File: src/rtl/if_stage.sv
// Instruction-fetch stage: owns the PC, fetches over a req/ready handshake and registers
// pc/pc+4/instruction for ID; a hold buffer and a drain state cover stalls and redirects.
module if_stage #(
  parameter logic [31:0] RESET_PC = 32'd0,
  parameter logic [31:0] NOP_INS  = 32'h0000_0013
) (
  input  logic        clk,
  input  logic        reset_n,
  output logic        imem_req,
  output logic [31:0] imem_addr,
  input  logic        imem_ready,
  input  logic [31:0] imem_data,
  input  logic        control_j,
  input  logic [31:0] pc_j,
  input  logic        stall,
  output logic [31:0] pipe_pc,
  output logic [31:0] pipe_pc4,
  output logic [31:0] pipe_data,
  output logic        pipe_valid
);

  typedef enum logic [1:0] {
    IDLE  = 2'd0,
    FETCH = 2'd1,
    DRAIN = 2'd2,
    HOLD  = 2'd3
  } state_t;

  state_t      state_r, state_s;
  logic [31:0] pc_r, pc_s;
  logic [31:0] redir_pc_r, redir_pc_s;
  logic [31:0] buf_pc_r, buf_pc_s;
  logic [31:0] buf_data_r, buf_data_s;
  logic [31:0] pipe_pc_r, pipe_pc_s;
  logic [31:0] pipe_pc4_r, pipe_pc4_s;
  logic [31:0] pipe_data_r, pipe_data_s;
  logic        pipe_valid_r, pipe_valid_s;
  logic        imem_req_r, imem_req_s;
  logic        deliver_s;
  logic [31:0] deliver_pc_s;
  logic [31:0] deliver_data_s;

  // Fetch FSM next-state: decides PC movement and whether an instruction is delivered.
  always_comb begin
    state_s        = state_r;
    pc_s           = pc_r;
    redir_pc_s     = redir_pc_r;
    buf_pc_s       = buf_pc_r;
    buf_data_s     = buf_data_r;
    deliver_s      = 1'b0;
    deliver_pc_s   = pc_r;
    deliver_data_s = imem_data;
    case (state_r)
      IDLE: begin
        state_s = FETCH;
      end
      FETCH: begin
        if (imem_ready) begin
          if (control_j) begin
            pc_s = pc_j;
          end else if (stall) begin
            buf_data_s = imem_data;
            buf_pc_s   = pc_r;
            pc_s       = pc_r + 32'd4;
            state_s    = HOLD;
          end else begin
            deliver_s = 1'b1;
            pc_s      = pc_r + 32'd4;
          end
        end else if (control_j) begin
          redir_pc_s = pc_j;
          state_s    = DRAIN;
        end else begin
          state_s = FETCH;
        end
      end
      DRAIN: begin
        // The in-flight word belongs to the abandoned path and is always discarded.
        if (imem_ready) begin
          pc_s    = control_j ? pc_j : redir_pc_r;
          state_s = FETCH;
        end else if (control_j) begin
          redir_pc_s = pc_j;
        end else begin
          state_s = DRAIN;
        end
      end
      HOLD: begin
        if (control_j) begin
          pc_s    = pc_j;
          state_s = FETCH;
        end else if (!stall) begin
          deliver_s      = 1'b1;
          deliver_pc_s   = buf_pc_r;
          deliver_data_s = buf_data_r;
          state_s        = FETCH;
        end else begin
          state_s = HOLD;
        end
      end
      default: begin
        state_s = IDLE;
      end
    endcase
    imem_req_s = (state_s == FETCH) || (state_s == DRAIN);
  end

  // Pipe register next values: flush beats stall, stall beats load, otherwise a bubble.
  always_comb begin
    pipe_pc_s    = pipe_pc_r;
    pipe_pc4_s   = pipe_pc4_r;
    pipe_data_s  = pipe_data_r;
    pipe_valid_s = pipe_valid_r;
    if (control_j) begin
      pipe_data_s  = NOP_INS;
      pipe_valid_s = 1'b0;
    end else if (stall) begin
      pipe_valid_s = pipe_valid_r;
    end else if (deliver_s) begin
      pipe_pc_s    = deliver_pc_s;
      pipe_pc4_s   = deliver_pc_s + 32'd4;
      pipe_data_s  = deliver_data_s;
      pipe_valid_s = 1'b1;
    end else begin
      pipe_data_s  = NOP_INS;
      pipe_valid_s = 1'b0;
    end
  end

  // State and output registers with synchronous reset.
  always_ff @(posedge clk) begin
    if (reset_n) begin
      state_r      <= IDLE;
      pc_r         <= RESET_PC;
      redir_pc_r   <= RESET_PC;
      buf_pc_r     <= 32'd0;
      buf_data_r   <= NOP_INS;
      pipe_pc_r    <= 32'd0;
      pipe_pc4_r   <= 32'd0;
      pipe_data_r  <= NOP_INS;
      pipe_valid_r <= 1'b0;
      imem_req_r   <= 1'b0;
    end else begin
      state_r      <= state_s;
      pc_r         <= pc_s;
      redir_pc_r   <= redir_pc_s;
      buf_pc_r     <= buf_pc_s;
      buf_data_r   <= buf_data_s;
      pipe_pc_r    <= pipe_pc_s;
      pipe_pc4_r   <= pipe_pc4_s;
      pipe_data_r  <= pipe_data_s;
      pipe_valid_r <= pipe_valid_s;
      imem_req_r   <= imem_req_s;
    end
  end

  assign imem_req   = imem_req_r;
  assign imem_addr  = pc_r;
  assign pipe_pc    = pipe_pc_r;
  assign pipe_pc4   = pipe_pc4_r;
  assign pipe_data  = pipe_data_r;
  assign pipe_valid = pipe_valid_r;

endmodule

File: config.mk
export PLATFORM = sky130hd
export DESIGN_NAME = if_stage
export DESIGN_NICKNAME = d
export VERILOG_FILES = /design/src/rtl/if_stage.sv
export SDC_FILE = /design/constraint.sdc
export NUM_CORES = 1
export LEC_CHECK = 0
export CORE_UTILIZATION = 40
export CTS_BUF_LIST = sky130_fd_sc_hd__clkbuf_4 sky130_fd_sc_hd__clkbuf_8 sky130_fd_sc_hd__clkbuf_16
export DETAILED_ROUTE_END_ITERATION = 8
export HOLD_SLACK_MARGIN = 0.12
export MAX_ROUTING_LAYER = met4
export PLACE_DENSITY = 0.69
export SYNTH_ARGS = -nofsm -noshare
export SYNTH_HDL_FRONTEND = slang
export SYNTH_SLANG_ARGS = --single-unit
File: constraint.sdc
create_clock -name clk -period 11.3 [get_ports clk]
set_input_delay 2.26 -clock clk [delete_from_list [all_inputs] [get_ports clk]]
set_output_delay 2.26 -clock clk [all_outputs]
set_load 0.02 [all_outputs]
==> impl_metrics.ini <==
[floorplan]
num_io_pins = 199
die_y_um = 167
start_util = 0.413
die_area_sq_um = 27900
num_rows = 59
core_sq_um = 26400
dieWidth_um = 167

[sta]
min_period_ns = 5.61
fin_crit_sh = 0.497
rsz0062_at_grt = false
slew_headroom = 0.239
finalHoldViolCount = 0
worst_pin_slew_ns = 1.14
hold_slack_ns = 0.453
fmax_mhz = 178
setup_viol = 0
tns_ns = 0
slew_violations = 0
finClkSkew_ns = 0.0119

[final_layout]
diodes = 0
fillerInstances = 2472
layout_common_cells = 280 x nand2_1, 226 x dfxtp_1, 197 x clkdlybuf4s50_1, 161 x a21oi_1, 148 x nor2_1
final_common_cell = nand2_1
nets = 1591
area_growth_pct = 26.3
drive_above_1_share = 0.0606

[placement]
port_buffers = 198
dpl.hpwl_um = 22600
gp_congestion = 0.895

[grt]
grt_pass1_wl_um = 52600
grtUsageTotal = 0.237
grt_antenna_before_repair = 0
first_global_vias = 9330
grt_max_degree = 89
grt_overflow_total = 0

[clock_tree]
tritoncts = built
cts_setup_buffers = 0
clk_pin_slew_ns = 0.06
hold_buffers = 0
cts_max_path_buffers = 3
ctsResizeCount = 0
cts.htree.levels = 1
clock-root-buffer = clkbuf_16
insertion_delay_ns = 0.52
numCtsBuffers = 25
cts_sinks = 226

[critical_path]
cp_max_fo = 58
cp.arrival_ns = 6.02
path_class = input pin to flop
critical_path.startpoint_type = input pin
critPathCaptureType = flop
worstPathRequired_ns = 11.70

[synthesis]
ys_types = 69
synth_cells = 1397
ys_seq_area_frac = 0.416
yosys-top-cells-area = dfxtp_1 42%, nand2_1 9.7%, a21oi_1 7.4%
ys.flop_type = dfxtp_1
syn_avg_cell_area_sq_um = 7.78
synth_top_area_frac = 0.416
synth_warnings = 0
synth_edf_count = 0
ys_ff_latch = 226
synth_nets = 1472
async_reset_ff_frac = 0
syn-cell-area_sq_um = 10900
yosys.area.top_type = dfxtp_1

[routing]
drt_iter0_markers = 1099
dr_total_vias = 10604
routed_wl_um = 33200
postRouteAntennaNets = 0
drc = 0
firstDrtPassIters = 5
post_drt_wl_per_cell_um = 17.8
routed_via_density = 5.67

[power_and_ir_drop]
ir_worst_vdd_mv = 0.0836
p_per_area_nw_per_um2 = 140
total_power_mw = 1.92
p_leak_nw = 4.62

[run_status]
status = finished clean

[min_path]
hold_path_class = flop to flop

[job]
maxCapViolCount = 0
==> worst max-delay path, cell delays in order <==
cell	delay [ns]
clkdlybuf4s50_1	0.45
buf_4	0.39
or3b_2	0.20
buf_4	0.59
mux2i_1	0.25
inv_1	0.10
ha_1	0.24
nor4b_2	0.44
o22ai_1	0.36
or4_1	0.57
o311ai_0	0.11
==> sequential cells by signal, indices dropped and copies added (netlist names) <==
register and count:
imem_addr 32, pipe_pc4 30, pipe_data 32, redir_pc_r 32, pipe_pc 32, buf_pc_r 32, imem_req 1, pipe_valid 1
state_r 2, buf_data_r 32
==> path summary, 6_finish.rpt <==
path,startpoint,endpoint,slack [ns],cells after the start
max,stall,pipe_pc4[26]$_SDFFE_PP0P_,5.69,11
min,buf_data_r[7]$_SDFFE_PP0P_,buf_data_r[7]$_SDFFE_PP0P_,0.45,2
max reg2reg,state_r[0]$_SDFF_PP0_,pipe_pc4[26]$_SDFFE_PP0P_,7.48,11
min reg2reg,buf_data_r[7]$_SDFFE_PP0P_,buf_data_r[7]$_SDFFE_PP0P_,0.45,2
==> cell usage after synthesis (all sizes together) (6+ instances only) <==
cell    count
o22ai       8
inv        12
ha          6
clkbuf     93
o31ai       7
buf        28
a22oi      13
nand3      38
o21ai      41
a22o        8
a311oi      8
xor2        6
mux2       10
or3         9
and3       12
o211ai      9
nand4      20
nor3       21
nor4       13
o221ai      6
and2        8
a211oi     34
a31oi      10
nor2      150
xnor2       8
a221o       7
dfxtp     226
nand2     281
or4        10
mux2i      62
a21oi     161
==> where the power goes <==
group	internal [mW]	switching, mW	leakage (nW)
clock	0.501	0.337	0.418
sequential	0.821	0.0390	1.83
combinational	0.0963	0.131	2.38
total	1.42	0.506	4.62
==> logic make-up after synthesis <==
logic type	Yosys count	share of synthesized area
simple gates	589	0.240
compound gates	355	0.206
flops	226	0.416
buf+inv	135	0.0523
mux	72	0.0674
xor+xnor	14	0.0113
fa+ha+maj	6	0.00690
==> stage by stage <==
step                instances  utilization  cell area (sq um)  setup slack (ns)
floorplan                1397            -              10900              6.04
global placement         1824        0.489              12900              5.31
detailed placement       1824        0.489              12900              5.15
CTS                      1869        0.521              13700              5.72
global route             1869        0.521              13700              5.44
finish                   1869        0.521              13700              5.69
==> layer usage <==
metal  part of all wire  global-route usage  up-vias
met5                  0                   -        -
met4              0.013              0.0467        0
met3              0.069              0.0299       34
met2               0.45               0.351      387
met1               0.47               0.344     4987
li1                   -                   -     5196
==> area by class of cell <==
class	instances	area, sq um	area share
clock buffers	31	689	0.0502
clock inverters	14	153	0.0111
inverters	14	52.6	0.00382
multi-input cells	1036	5810	0.423
flip-flops and latches	226	4520	0.329
well taps	335	419	0.0305
repair buffers	213	2090	0.152
Power figures use the tool's default switching activity.
